**config.mk**
```make
export PLATFORM = sky130hd
export DESIGN_NAME = local_port_buffer
export DESIGN_NICKNAME = d
export VERILOG_FILES = /design/src/rtl/noc_pkg.sv /design/src/rtl/port_fifo_ram.sv /design/src/rtl/local_port_buffer.sv
export SDC_FILE = /design/constraint.sdc
export NUM_CORES = 1
export LEC_CHECK = 0
export BUFFER_PORTS_ARGS = -buffer_cell sky130_fd_sc_hd__buf_2
export CORE_ASPECT_RATIO = 1.2
export CORE_MARGIN = 2
export CORE_UTILIZATION = 55
export CTS_BUF_LIST = sky130_fd_sc_hd__clkbuf_8 sky130_fd_sc_hd__clkbuf_16
export DETAILED_ROUTE_END_ITERATION = 10
export GPL_TIMING_DRIVEN = 0
export PLACE_DENSITY_LB_ADDON = 0.2
export SLEW_MARGIN = 20
export SYNTH_ARGS = -nofsm -noshare
export SYNTH_HDL_FRONTEND = slang
export SYNTH_SLANG_ARGS = --single-unit
```
**constraint.sdc**
```tcl
create_clock -name clk -period 3 [get_ports clk]
set_clock_uncertainty 0.05 [all_clocks]
set_input_delay 0.6 -clock clk [delete_from_list [all_inputs] [get_ports clk]]
set_output_delay 0.6 -clock clk [all_outputs]
set_load 0.02 [all_outputs]
```
**src/rtl/noc_pkg.sv**
```systemverilog
// Shared NoC definitions: packet width and output-handshake state encoding
// used by injectors, routers and local port buffers.
package noc_pkg;

  localparam int PACKETWIDTH = 56;

  typedef enum logic {
    OUT_IDLE = 1'b0,
    OUT_REQ  = 1'b1
  } out_state_e;

endpackage

```
**src/rtl/port_fifo_ram.sv**
```systemverilog
// DEPTH x PACKETWIDTH packet storage: synchronous write, asynchronous read.
module port_fifo_ram
  import noc_pkg::*;
#(
  parameter int PACKETWIDTH = noc_pkg::PACKETWIDTH,
  parameter int DEPTH       = 4,
  parameter int ADDR_W      = 2
) (
  input  logic                   clk,
  input  logic                   wr_en,
  input  logic [ADDR_W-1:0]      wr_addr,
  input  logic [PACKETWIDTH-1:0] wr_data,
  input  logic [ADDR_W-1:0]      rd_addr,
  output logic [PACKETWIDTH-1:0] rd_data
);

  logic [PACKETWIDTH-1:0] mem [DEPTH];

  always_ff @(posedge clk) begin
    if (wr_en) mem[wr_addr] <= wr_data;
  end

  assign rd_data = mem[rd_addr];

endmodule

```
**src/rtl/local_port_buffer.sv**
```systemverilog
// Local-port packet FIFO between an injector (req/grant in) and the router
// arbiter (req/grant out), with an accepted-packet counter.
module local_port_buffer
  import noc_pkg::*;
#(
  parameter int PACKETWIDTH = noc_pkg::PACKETWIDTH,
  parameter int DEPTH       = 4,
  parameter int ADDR_W      = 2
) (
  input  logic                   clk,
  input  logic                   reset,
  input  logic                   ReqUpStr,
  input  logic [PACKETWIDTH-1:0] PacketIn,
  output logic                   GntUpStr,
  output logic                   UpStrFull,
  output logic                   ReqDnStr,
  input  logic                   GntDnStr,
  output logic [PACKETWIDTH-1:0] PacketOut,
  output logic [15:0]            PktCount
);

  localparam int CNT_W = ADDR_W + 1;

  logic              gnt_up_q, gnt_up_d;
  logic [ADDR_W-1:0] wr_ptr_q, wr_ptr_d;
  logic [ADDR_W-1:0] rd_ptr_q, rd_ptr_d;
  logic [CNT_W-1:0]  count_q, count_d;
  logic [15:0]       pkt_count_q, pkt_count_d;
  out_state_e        state_q;
  logic              req_dn_q;

  logic full;
  logic push;
  logic pop;

  // The grant cycle masks the injector's still-high request.
  assign full = (count_q == CNT_W'(DEPTH));
  assign push = ReqUpStr & ~gnt_up_q & ~full;
  assign pop  = (state_q == OUT_REQ) & GntDnStr;

  always_comb begin
    gnt_up_d    = push;
    wr_ptr_d    = wr_ptr_q;
    rd_ptr_d    = rd_ptr_q;
    count_d     = count_q;
    pkt_count_d = pkt_count_q;
    if (push) begin
      wr_ptr_d    = wr_ptr_q + ADDR_W'(1);
      pkt_count_d = pkt_count_q + 16'd1;
    end
    if (pop) rd_ptr_d = rd_ptr_q + ADDR_W'(1);
    if (push && !pop)      count_d = count_q + CNT_W'(1);
    else if (pop && !push) count_d = count_q - CNT_W'(1);
  end

  always_ff @(posedge clk) begin
    if (reset) begin
      gnt_up_q    <= 1'b0;
      wr_ptr_q    <= '0;
      rd_ptr_q    <= '0;
      count_q     <= '0;
      pkt_count_q <= '0;
    end else begin
      gnt_up_q    <= gnt_up_d;
      wr_ptr_q    <= wr_ptr_d;
      rd_ptr_q    <= rd_ptr_d;
      count_q     <= count_d;
      pkt_count_q <= pkt_count_d;
    end
  end

  // Returning to OUT_IDLE after each pop guarantees a low cycle on ReqDnStr.
  always_ff @(posedge clk) begin
    if (reset) begin
      state_q  <= OUT_IDLE;
      req_dn_q <= 1'b0;
    end else begin
      case (state_q)
        OUT_IDLE: if (count_q != '0) begin
          req_dn_q <= 1'b1;
          state_q  <= OUT_REQ;
        end
        OUT_REQ: if (GntDnStr) begin
          req_dn_q <= 1'b0;
          state_q  <= OUT_IDLE;
        end
      endcase
    end
  end

  port_fifo_ram #(
    .PACKETWIDTH(PACKETWIDTH),
    .DEPTH      (DEPTH),
    .ADDR_W     (ADDR_W)
  ) u_ram (
    .clk    (clk),
    .wr_en  (push),
    .wr_addr(wr_ptr_q),
    .wr_data(PacketIn),
    .rd_addr(rd_ptr_q),
    .rd_data(PacketOut)
  );

  assign GntUpStr  = gnt_up_q;
  assign UpStrFull = full;
  assign ReqDnStr  = req_dn_q;
  assign PktCount  = pkt_count_q;

endmodule
```
==> impl_metrics.json, run 1 <==
{
  "io_pins": 135,
  "syn2layout_area_growth_pct": 18.41,
  "initial_antenna_violation_count": 1,
  "postSynthRegisterBits": 252,
  "placed_cell_area_um2": 10440,
  "pre_cts_slack_ps": 206.5,
  "worst_hold_path_type": "primary input to register",
  "ant_nets": 0,
  "nFillCells": 1154,
  "cts_inserted_buffers": 23,
  "clock_latency_late_sink_ps": 500,
  "worst_setup_hold_path_clk_slew_ps": 70,
  "post-cts-setup-buffer-count": 0,
  "avgSynthCellArea_um2": 21.52,
  "grt_pass1_vias": 4948,
  "power_report.internal_total_mw": 6.450,
  "design.die.area_um2": 18170,
  "yosys.area.top_type": "sky130_fd_sc_hd__edfxtp_1",
  "number_of_enable_flip_flop_cells_after_synthesis": 224,
  "multi_input_comb_area_um2": 2026,
  "cp_common_cell": "sky130_fd_sc_hd__buf_2",
  "critical_path_buffers_and_inverters": 3,
  "r2r.worst_path.cells": 10,
  "floorplan.initialDensity_pct": 56.03,
  "ratio_of_cells_with_drive_above_1_in_the_final_layout_pct": 40.42,
  "worst_path_largest_cell_delay_ps": 550,
  "rsz0062_at_grt": "false",
  "post-place-cells": 791,
  "timing.critical_path.to": "PacketOut[21]",
  "maximum_number_of_pins_on_one_net_before_global_route_repair": 30,
  "fp.dieH_um": 147.3,
  "static-leakage-power_nw": 3.885,
  "cts_root_buf": "sky130_fd_sc_hd__clkbuf_16",
  "firstDrtPassIters": 4,
  "cpMaxStageDelayCell": "sky130_fd_sc_hd__mux4_2",
  "synth-async-reset-ratio_pct": 0,
  "cap_viol_max_count": 0,
  "timing_hold_violations_final": 0,
  "routedWlPerCell_um": 20.12,
  "pwr-share-comb_pct": 20.2,
  "cts_sinks": 252,
  "drt_first_iter_violations": 363,
  "syn_nets": 504,
  "status": "finished clean",
  "crit_chain": "buf_2, buf_4, mux4_2, buf_2",
  "power.net_switching_mw": 2.325,
  "netlist_area_um2": 9405,
  "setup_tns_ps": 0,
  "gp_congestion": 0.7691,
  "final_cells": 833,
  "port-buffer-count": 134,
  "regArea_um2": 7287,
  "grt_first_pass_wirelength_mm": 25.78,
  "max_clock_freq_mhz": 353.3,
  "cts-resized-gates": 8,
  "finalCritPeriodShare_pct": 94.36,
  "cpLargestDelayFamily": "buffers and inverters",
  "global_route_usage_over_all_layers_pct": 18.73,
  "timing.reg2reg.setup_slack_ps": 510,
  "seq_power_share_pct": 49.7,
  "timing.critical_path.from_type": "register",
  "tritoncts": "yes",
  "setup_ws_ps": 169.3,
  "final-setup-viol-count": 0,
  "die_width_um": 123.4,
  "worst-path-max-fanout": 10,
  "pwr_density_cell_nw_per_um2": 787.9,
  "dpl.hpwl_mm": 10.65,
  "drt_wl_total_mm": 16.76,
  "regToRegEndpoint": "count_q[2]",
  "proportion_of_netlist_area_held_by_the_largest_area_contributor_pct": 71.52,
  "final_period_demand_of_the_worst_path_ps": 2831,
  "drc": 0,
  "num_vias": 4683,
  "nNetsFinal": 667,
  "end_kind": "primary output",
  "pwr-share-clk_pct": 30.1,
  "endpoint_required_time_on_the_critical_path_ps": 2350,
  "final-max-slew-violation-count": 0,
  "grt_remaining_overflow": 0,
  "criticalPathCategory": "register to primary output",
  "ctsHoldBuffers": 0,
  "worst-slew-pin-transition_ps": 610.6,
  "netlist_instances": 437,
  "share_of_synthesized_area_occupied_by_flip_flops_and_latches_pct": 77.48,
  "floorplan.rows": 52,
  "clockBufferDepth": 3,
  "clock_tree.htree_level_count": 1,
  "netlist_top_cells_area": "sky130_fd_sc_hd__edfxtp_1, sky130_fd_sc_hd__mux4_2, sky130_fd_sc_hd__dfxtp_1",
  "power_switching_share_pct": 26.50,
  "worstSetupPathDepth": 4,
  "critical_path.reg2reg.startpoint": "count_q[0]",
  "synth.most_common_cell": "sky130_fd_sc_hd__edfxtp_1",
  "synth-warning-count": 0,
  "synthFlopType": "sky130_fd_sc_hd__edfxtp_1",
  "peakVddDrop_uv": 590.9,
  "worst_ep_arrival_time_ps": 2180,
  "ys_types": 41,
  "synthTopCellsByCount": "sky130_fd_sc_hd__edfxtp_1, sky130_fd_sc_hd__mux4_2, sky130_fd_sc_hd__dfxtp_1, sky130_fd_sc_hd__nor2_1, sky130_fd_sc_hd__nand2_1",
  "maxSlewHeadroom_pct": 59.29,
  "final_cell_area_um2": 11140,
  "via_per_inst": 5.622,
  "core_um2": 16790
}
[metrics by stage]
step                total power [mW]  utilization (%)  hold slack, ps
detailed placement             6.244            62.20           440.2
finish                         8.775            66.35           261.3
CTS                            8.879            66.32           244.9
floorplan                      5.619                -           419.2
global route                   9.144            66.33           244.6
global placement               6.148            61.64           421.1
[final cells by class]
cell class              count  area share [%]
diodes                      1         0.02247
plain buffers              17          0.8651
clock buffers              23           5.168
clock inverters            18          0.9100
inverters                   6          0.2472
multi-input cells         162           18.19
flip-flops and latches    252           65.43
well taps                 216           2.427
repair buffers            138           6.741
[layout by cell type, fill, tap and decap left out, drive strengths merged, types with 9 or more instances in the layout]
cell type and count:
clkinv 11, dfxtp 28, edfxtp 224, inv 12
a21oi 9, buf 150, mux4 56, nor2 19
clkbuf 28, nand2 10
[power by group through the flow]
stage               Clock, mW  Combinational [mW]  Sequential (mW)
floorplan                   0                1.20             4.42
global placement            0                1.73             4.42
detailed placement          0                1.80             4.44
CTS                      2.70                1.82             4.37
global route             2.83                1.92             4.39
finish                   2.64                1.77             4.36
[state kept, by name, indices dropped and copies added, names as in the netlist, named ones only]
register and flops:
GntUpStr 1, PktCount 16, ReqDnStr 1, count_q 3, rd_ptr_q 2, state_q 1, u_ram.mem 224, wr_ptr_q 2
[how the worst min path moves through the flow]
stage,from,to,slack (ps),cells past startpoint
2_1_floorplan,wr_ptr_q[1],wr_ptr_q[1],420,2
3_3_place_gp,PktCount[10],PktCount[10],420,2
3_5_place_dp,PktCount[14],PktCount[14],440,2
4_1_cts,PacketIn[22],u_ram.mem[1][22],240,1
5_1_grt,PacketIn[1],u_ram.mem[2][1],240,1
6_report,PacketIn[10],u_ram.mem[2][10],260,1
[logic make-up (layout without fill, tap and decap cells)]
kind of cell | after synthesis | count (layout) | share of synthesized area, %
other cells | 0 | 1 | 0
compound gates | 17 | 17 | 1.078
flops | 252 | 252 | 77.48
simple gates | 67 | 67 | 4.350
buf+inv | 23 | 202 | 1.144
fa+ha+maj | 7 | 7 | 1.011
mux | 60 | 60 | 13.92
xor+xnor | 11 | 11 | 1.024
[layer usage]
metal	wire (um)	share of wire (%)	track usage (%)
met5	0	0	0
met4	311	1.9	5.284
met3	1021	6.1	4.270
met2	8943	53	32.97
met1	6480	39	23.14
[worst reg2reg max path, cell delays in order (launching register included)]
cell and delay (ps):
sky130_fd_sc_hd__dfxtp_1 430, sky130_fd_sc_hd__or3b_1 170, sky130_fd_sc_hd__buf_6 160, sky130_fd_sc_hd__nand2_1 140, sky130_fd_sc_hd__inv_1 200, sky130_fd_sc_hd__ha_1 220, sky130_fd_sc_hd__inv_1 60, sky130_fd_sc_hd__fa_1 370
sky130_fd_sc_hd__xor2_1 160, sky130_fd_sc_hd__or3_1 300, sky130_fd_sc_hd__a21oi_1 150
Note: power is estimated with default switching activity, not from simulation.
==> run 2: changes to the inputs <==
--- a/config.mk
+++ b/config.mk
@@ -6,10 +6,12 @@
 export NUM_CORES = 1
 export LEC_CHECK = 0
 export BUFFER_PORTS_ARGS = -buffer_cell sky130_fd_sc_hd__buf_2
+export CELL_PAD_IN_SITES_DETAIL_PLACEMENT = 0
+export CELL_PAD_IN_SITES_GLOBAL_PLACEMENT = 1
 export CORE_ASPECT_RATIO = 1.2
-export CORE_MARGIN = 2
-export CORE_UTILIZATION = 55
+export CORE_UTILIZATION = 49
 export CTS_BUF_LIST = sky130_fd_sc_hd__clkbuf_8 sky130_fd_sc_hd__clkbuf_16
+export CTS_CLUSTER_DIAMETER = 120
 export DETAILED_ROUTE_END_ITERATION = 10
 export GPL_TIMING_DRIVEN = 0
 export PLACE_DENSITY_LB_ADDON = 0.2
==> run 2 against run 1 <==
  * Hold slack better by 2.7 ps
  * Die area increased by 8.7%
  * Fmax is 0.12% lower
  * Non-clock buffer count unchanged
  * Critical path type unchanged
  * Critical endpoint is now PacketOut[50]
  * Largest cell class unchanged
  * Highest routed layer is now met5
==> impl_metrics.json, run 2 (same netlist as run 1, synthesis figures left out) <==
{
  "cts_root_buf": "sky130_fd_sc_hd__clkbuf_16",
  "peakVddDrop_uv": 532.8,
  "drt_first_iter_violations": 207,
  "design.die.area_um2": 19750,
  "clockBufferDepth": 3,
  "fp.dieH_um": 153.8,
  "ratio_of_cells_with_drive_above_1_in_the_final_layout_pct": 40.39,
  "clock_tree.htree_level_count": 1,
  "power_report.internal_total_mw": 6.565,
  "crit_chain": "clkbuf_2, buf_1, mux4_2, buf_2",
  "gp_congestion": 0.7680,
  "drt_wl_total_mm": 16.36,
  "drc": 0,
  "timing.critical_path.from_type": "register",
  "status": "finished clean",
  "final_period_demand_of_the_worst_path_ps": 2834,
  "power.net_switching_mw": 2.315,
  "tritoncts": "yes",
  "pwr-share-comb_pct": 20.0,
  "end_kind": "primary output",
  "via_per_inst": 5.269,
  "ant_nets": 0,
  "port-buffer-count": 134,
  "worst-path-max-fanout": 10,
  "pre_cts_slack_ps": 137.0,
  "cap_viol_max_count": 0,
  "firstDrtPassIters": 4,
  "cts_sinks": 252,
  "seq_power_share_pct": 49.1,
  "setup_tns_ps": 0,
  "setup_ws_ps": 165.9,
  "final_util_pct": 59.66,
  "io_pins": 135,
  "maximum_number_of_pins_on_one_net_before_global_route_repair": 41,
  "regMostFlops": "u_ram.mem",
  "static-leakage-power_nw": 3.902,
  "floorplan.initialDensity_pct": 49.88,
  "die_width_um": 128.5,
  "ctsHoldBuffers": 0,
  "cts_inserted_buffers": 24,
  "final_cells": 876,
  "cpMaxStageDelayCell": "sky130_fd_sc_hd__buf_1",
  "pwr_density_cell_nw_per_um2": 789.4,
  "syn2layout_area_growth_pct": 19.61,
  "max_clock_freq_mhz": 352.8,
  "routedWlPerCell_um": 18.67,
  "post-place-cells": 831,
  "nFillCells": 1471,
  "worst_setup_hold_path_clk_slew_ps": 60,
  "final-setup-viol-count": 0,
  "power_switching_share_pct": 26.07,
  "worst_hold_path_type": "primary input to register",
  "global_route_usage_over_all_layers_pct": 16.94,
  "total_power_mw": 8.880,
  "floorplan.rows": 55,
  "placed_cell_area_um2": 10500,
  "mostFrequentLayoutCells": "sky130_fd_sc_hd__edfxtp_1, sky130_fd_sc_hd__buf_2, sky130_fd_sc_hd__mux4_2",
  "criticalPathCategory": "register to primary output",
  "grt_first_pass_wirelength_mm": 25.38,
  "final_cell_area_um2": 11250,
  "final_common_cell": "sky130_fd_sc_hd__edfxtp_1",
  "pwr-share-clk_pct": 30.9,
  "worst-slew-pin-transition_ps": 618.0,
  "largest_register_ffs": 224,
  "grt_pass1_vias": 4868,
  "dpl.hpwl_mm": 10.53,
  "finalCritPeriodShare_pct": 94.47,
  "core_um2": 18860,
  "worst_path_largest_cell_delay_ps": 490,
  "worst_ep_arrival_time_ps": 2180,
  "finalHoldWorstSlack_ps": 264.0,
  "nNetsFinal": 668,
  "cpLargestDelayFamily": "buffers and inverters",
  "final-max-slew-violation-count": 0,
  "rsz0062_at_grt": "false",
  "num_vias": 4616,
  "endpoint_required_time_on_the_critical_path_ps": 2350,
  "grt_remaining_overflow": 0,
  "clock_latency_late_sink_ps": 490,
  "initial_antenna_violation_count": 3,
  "timing_hold_violations_final": 0,
  "maxSlewHeadroom_pct": 58.80,
  "critical_path_buffers_and_inverters": 3
}
[run 2: cell types whose count changed in the layout (fill, tap and decap cells not counted), sizes merged]
cell      previous run  this run
clkinv              11        10
clkinvlp             0         2
buf                150       149
clkbuf              28        31
[run 2: timing repair]
| item | CTS | global route |
|---|---|---|
| resized for setup | 6 | 3 |
| setup endpoints to repair | 40 | 7 |
| setup buffers | 0 | 0 |
[run 2: area by class of cell]
class	instances	area (um^2)	share of cell area, %
Sequential cell	252	7287	64.78
Multi-Input combinational cell	162	2026	18.01
Timing Repair Buffer	138	758.2	6.740
Clock buffer	25	625.6	5.561
Tap cell	256	320.3	2.847
Clock inverter	19	107.6	0.9565
Buffer	17	95.09	0.8453
Inverter	6	27.53	0.2447
Antenna cell	1	2.502	0.02224
[run 2: power by group through the flow]
stage	Combinational, mW	Clock, mW	Sequential, mW
after global routing	1.91	2.97	4.39
after CTS	1.82	2.81	4.36
after detailed placement	1.81	0	4.44
after floorplan	1.20	0	4.42
final	1.78	2.75	4.36
after global placement	1.73	0	4.42
[run 2: final timing paths]
kind           startpoint          endpoint  slack (ps)  cells past startpoint
max              register     PacketOut[50]         170                      4
min          PacketIn[39]  u_ram.mem[2][39]         260                      1
max reg2reg    count_q[0]        count_q[2]         460                     10
min reg2reg   PktCount[1]       PktCount[1]         450                      2
[run 2: layer usage]
layer | track usage, % | part of all wire (%)
met1 | 21.01 | 39
met2 | 30.14 | 54
met3 | 3.375 | 5.5
met4 | 4.538 | 1.6
met5 | 0 | 0.11
[run 2: worst reg2reg max path, cell delays in order (launching register included)]
cell	delay [ps]
sky130_fd_sc_hd__dfxtp_1	440
sky130_fd_sc_hd__or3b_1	180
sky130_fd_sc_hd__buf_6	160
sky130_fd_sc_hd__nand2_1	140
sky130_fd_sc_hd__inv_1	220
sky130_fd_sc_hd__ha_1	220
sky130_fd_sc_hd__inv_1	60
sky130_fd_sc_hd__fa_1	380
sky130_fd_sc_hd__xor2_1	160
sky130_fd_sc_hd__or3_1	300
sky130_fd_sc_hd__a21oi_1	150
==> run 3: changes to the inputs <==
--- a/config.mk
+++ b/config.mk
@@ -9,12 +9,13 @@
 export CELL_PAD_IN_SITES_DETAIL_PLACEMENT = 0
 export CELL_PAD_IN_SITES_GLOBAL_PLACEMENT = 1
 export CORE_ASPECT_RATIO = 1.2
-export CORE_UTILIZATION = 49
+export CORE_UTILIZATION = 40
 export CTS_BUF_LIST = sky130_fd_sc_hd__clkbuf_8 sky130_fd_sc_hd__clkbuf_16
 export CTS_CLUSTER_DIAMETER = 120
 export DETAILED_ROUTE_END_ITERATION = 10
 export GPL_TIMING_DRIVEN = 0
 export PLACE_DENSITY_LB_ADDON = 0.2
+export REMOVE_ABC_BUFFERS = 1
 export SLEW_MARGIN = 20
 export SYNTH_ARGS = -nofsm -noshare
 export SYNTH_HDL_FRONTEND = slang
==> run 3 against run 2 <==
  * Sequential cell count is the same
  * Sequential share of layout area decreased by 0.73 points
  * Routed wire length increased by 3.9%
  * First-iteration DRC count down 0.48%
  * Fmax increased by 2.6%
  * Die area is 22% higher
  * Via count decreased by 0.67%
  * Combinational power is essentially flat
  * Highest routed layer is now met4
  * Clock power increased by 9.1%
  * Final area is 1.2% higher
  * Global-route usage is 2.4 points lower
==> impl_metrics.json, run 3 (same netlist as run 1, synthesis figures left out) <==
{
  "status": "finished clean",
  "cts_root_buf": "sky130_fd_sc_hd__clkbuf_16",
  "cts-resized-gates": 0,
  "max_clock_freq_mhz": 362.1,
  "ant_nets": 0,
  "grt_first_pass_wirelength_mm": 26.74,
  "drt_wl_total_mm": 17.00,
  "fp.dieH_um": 170.0,
  "via_per_inst": 4.973,
  "setup_tns_ps": 0,
  "final_util_pct": 49.25,
  "tritoncts": "yes",
  "maxSlewHeadroom_pct": 62.90,
  "ratio_of_cells_with_drive_above_1_in_the_final_layout_pct": 40.69,
  "routedWlPerCell_um": 18.44,
  "clock_latency_late_sink_ps": 510,
  "final_period_demand_of_the_worst_path_ps": 2762,
  "peakVddDrop_uv": 382.2,
  "final_common_cell": "sky130_fd_sc_hd__edfxtp_1",
  "cap_viol_max_count": 0,
  "timing_hold_violations_final": 0,
  "largest_register_ffs": 224,
  "worst-slew-pin-transition_ps": 556.6,
  "drc": 0,
  "regMostFlops": "u_ram.mem",
  "nFillCells": 1946,
  "static-leakage-power_nw": 3.910,
  "global_route_usage_over_all_layers_pct": 14.55,
  "final-max-slew-violation-count": 0,
  "rsz0062_at_grt": "false",
  "criticalPathCategory": "register to register",
  "grt_pass1_vias": 4881,
  "floorplan.rows": 61,
  "die_width_um": 142.0,
  "ctsHoldBuffers": 0,
  "worst_hold_path_type": "primary input to register",
  "mostFrequentLayoutCells": "sky130_fd_sc_hd__edfxtp_1, sky130_fd_sc_hd__buf_2, sky130_fd_sc_hd__mux4_2",
  "endpoint_required_time_on_the_critical_path_ps": 3390,
  "floorplan.initialDensity_pct": 40.67,
  "core_um2": 23130,
  "num_vias": 4585,
  "final-setup-viol-count": 0,
  "worst-path-max-fanout": 9,
  "pwr_density_cell_nw_per_um2": 803.2,
  "diodes": 0,
  "cts_sinks": 252,
  "nNetsFinal": 657,
  "post-cts-setup-buffer-count": 0,
  "placed_cell_area_um2": 10590,
  "final_cell_area_um2": 11390,
  "clockBufferDepth": 3,
  "port-buffer-count": 134,
  "syn2layout_area_growth_pct": 21.10,
  "firstDrtPassIters": 6,
  "finalCritPeriodShare_pct": 92.05,
  "initial_antenna_violation_count": 0,
  "gp_congestion": 0.6912,
  "maximum_number_of_pins_on_one_net_before_global_route_repair": 39,
  "total_power_mw": 9.148,
  "end_kind": "register",
  "dpl.hpwl_mm": 10.33,
  "grt_remaining_overflow": 0,
  "timing.critical_path.from_type": "register",
  "design.die.area_um2": 24130,
  "drt_first_iter_violations": 206,
  "clock_tree.htree_level_count": 1,
  "worst_setup_hold_path_clk_slew_ps": 60,
  "io_pins": 135,
  "regArea_um2": 7295,
  "multi_input_comb_area_um2": 2026,
  "finalHoldWorstSlack_ps": 244.6,
  "cts_inserted_buffers": 27,
  "worst_ep_arrival_time_ps": 3150
}
-- run 3: cell count changes in the layout (fill, tap and decap cells not counted), sizes merged --
cell,before,now
inv,12,15
clkbuf,31,27
clkinvlp,2,1
clkinv,10,8
diode,1,0
buf,149,141
-- run 3: critical path, stage by stage (launching register included) --
cell                      delay, ps
sky130_fd_sc_hd__dfxtp_1        440
sky130_fd_sc_hd__or3b_1         440
sky130_fd_sc_hd__nand2_1        240
sky130_fd_sc_hd__inv_1          250
sky130_fd_sc_hd__ha_1           220
sky130_fd_sc_hd__inv_1           70
sky130_fd_sc_hd__fa_1           370
sky130_fd_sc_hd__xor2_1         150
sky130_fd_sc_hd__or3_1          300
sky130_fd_sc_hd__a21oi_1        160
-- run 3: area by class of cell --
type	count	area share, %
multi-input combinational	162	17.79
timing repair buffer	141	7.448
inverter	6	0.2417
tap	315	3.460
sequential	252	64.04
clock buffer	27	5.932
clock inverter	19	1.088
-- run 3: final timing paths --
kind                 from                to  slack [ps]  depth (start not counted)
min reg2reg   PktCount[1]       PktCount[1]         440                          2
max reg2reg    count_q[0]        count_q[2]         240                          9
max            count_q[0]        count_q[2]         240                          9
min          PacketIn[10]  u_ram.mem[0][10]         240                          1
-- run 3: stage by stage --
step	setup WS, ps	instances
2_1_floorplan	-783.4	420
5_1_grt	50.52	922
3_3_place_gp	-2018	869
6_report	238.5	922
4_1_cts	164.8	922
3_5_place_dp	120.4	876
-- run 3: report_power, final --
part           leakage, nW  switching (mW)  internal, mW
combinational         1.22            1.00         0.745
sequential            2.27           0.157          4.24
clock                0.416            1.28          1.72
total                 3.91            2.44          6.71
-- run 3: per-layer routing --
metal / vias to the layer above / routed length, um / global-route usage [%]
met1: 2355 / 7027 / 18.17
met3: 25 / 962 / 3.545
met4: 0 / 292 / 4.582
met2: 106 / 8720 / 24.87
met5: - / 0 / 0
li1: 2099 / - / -
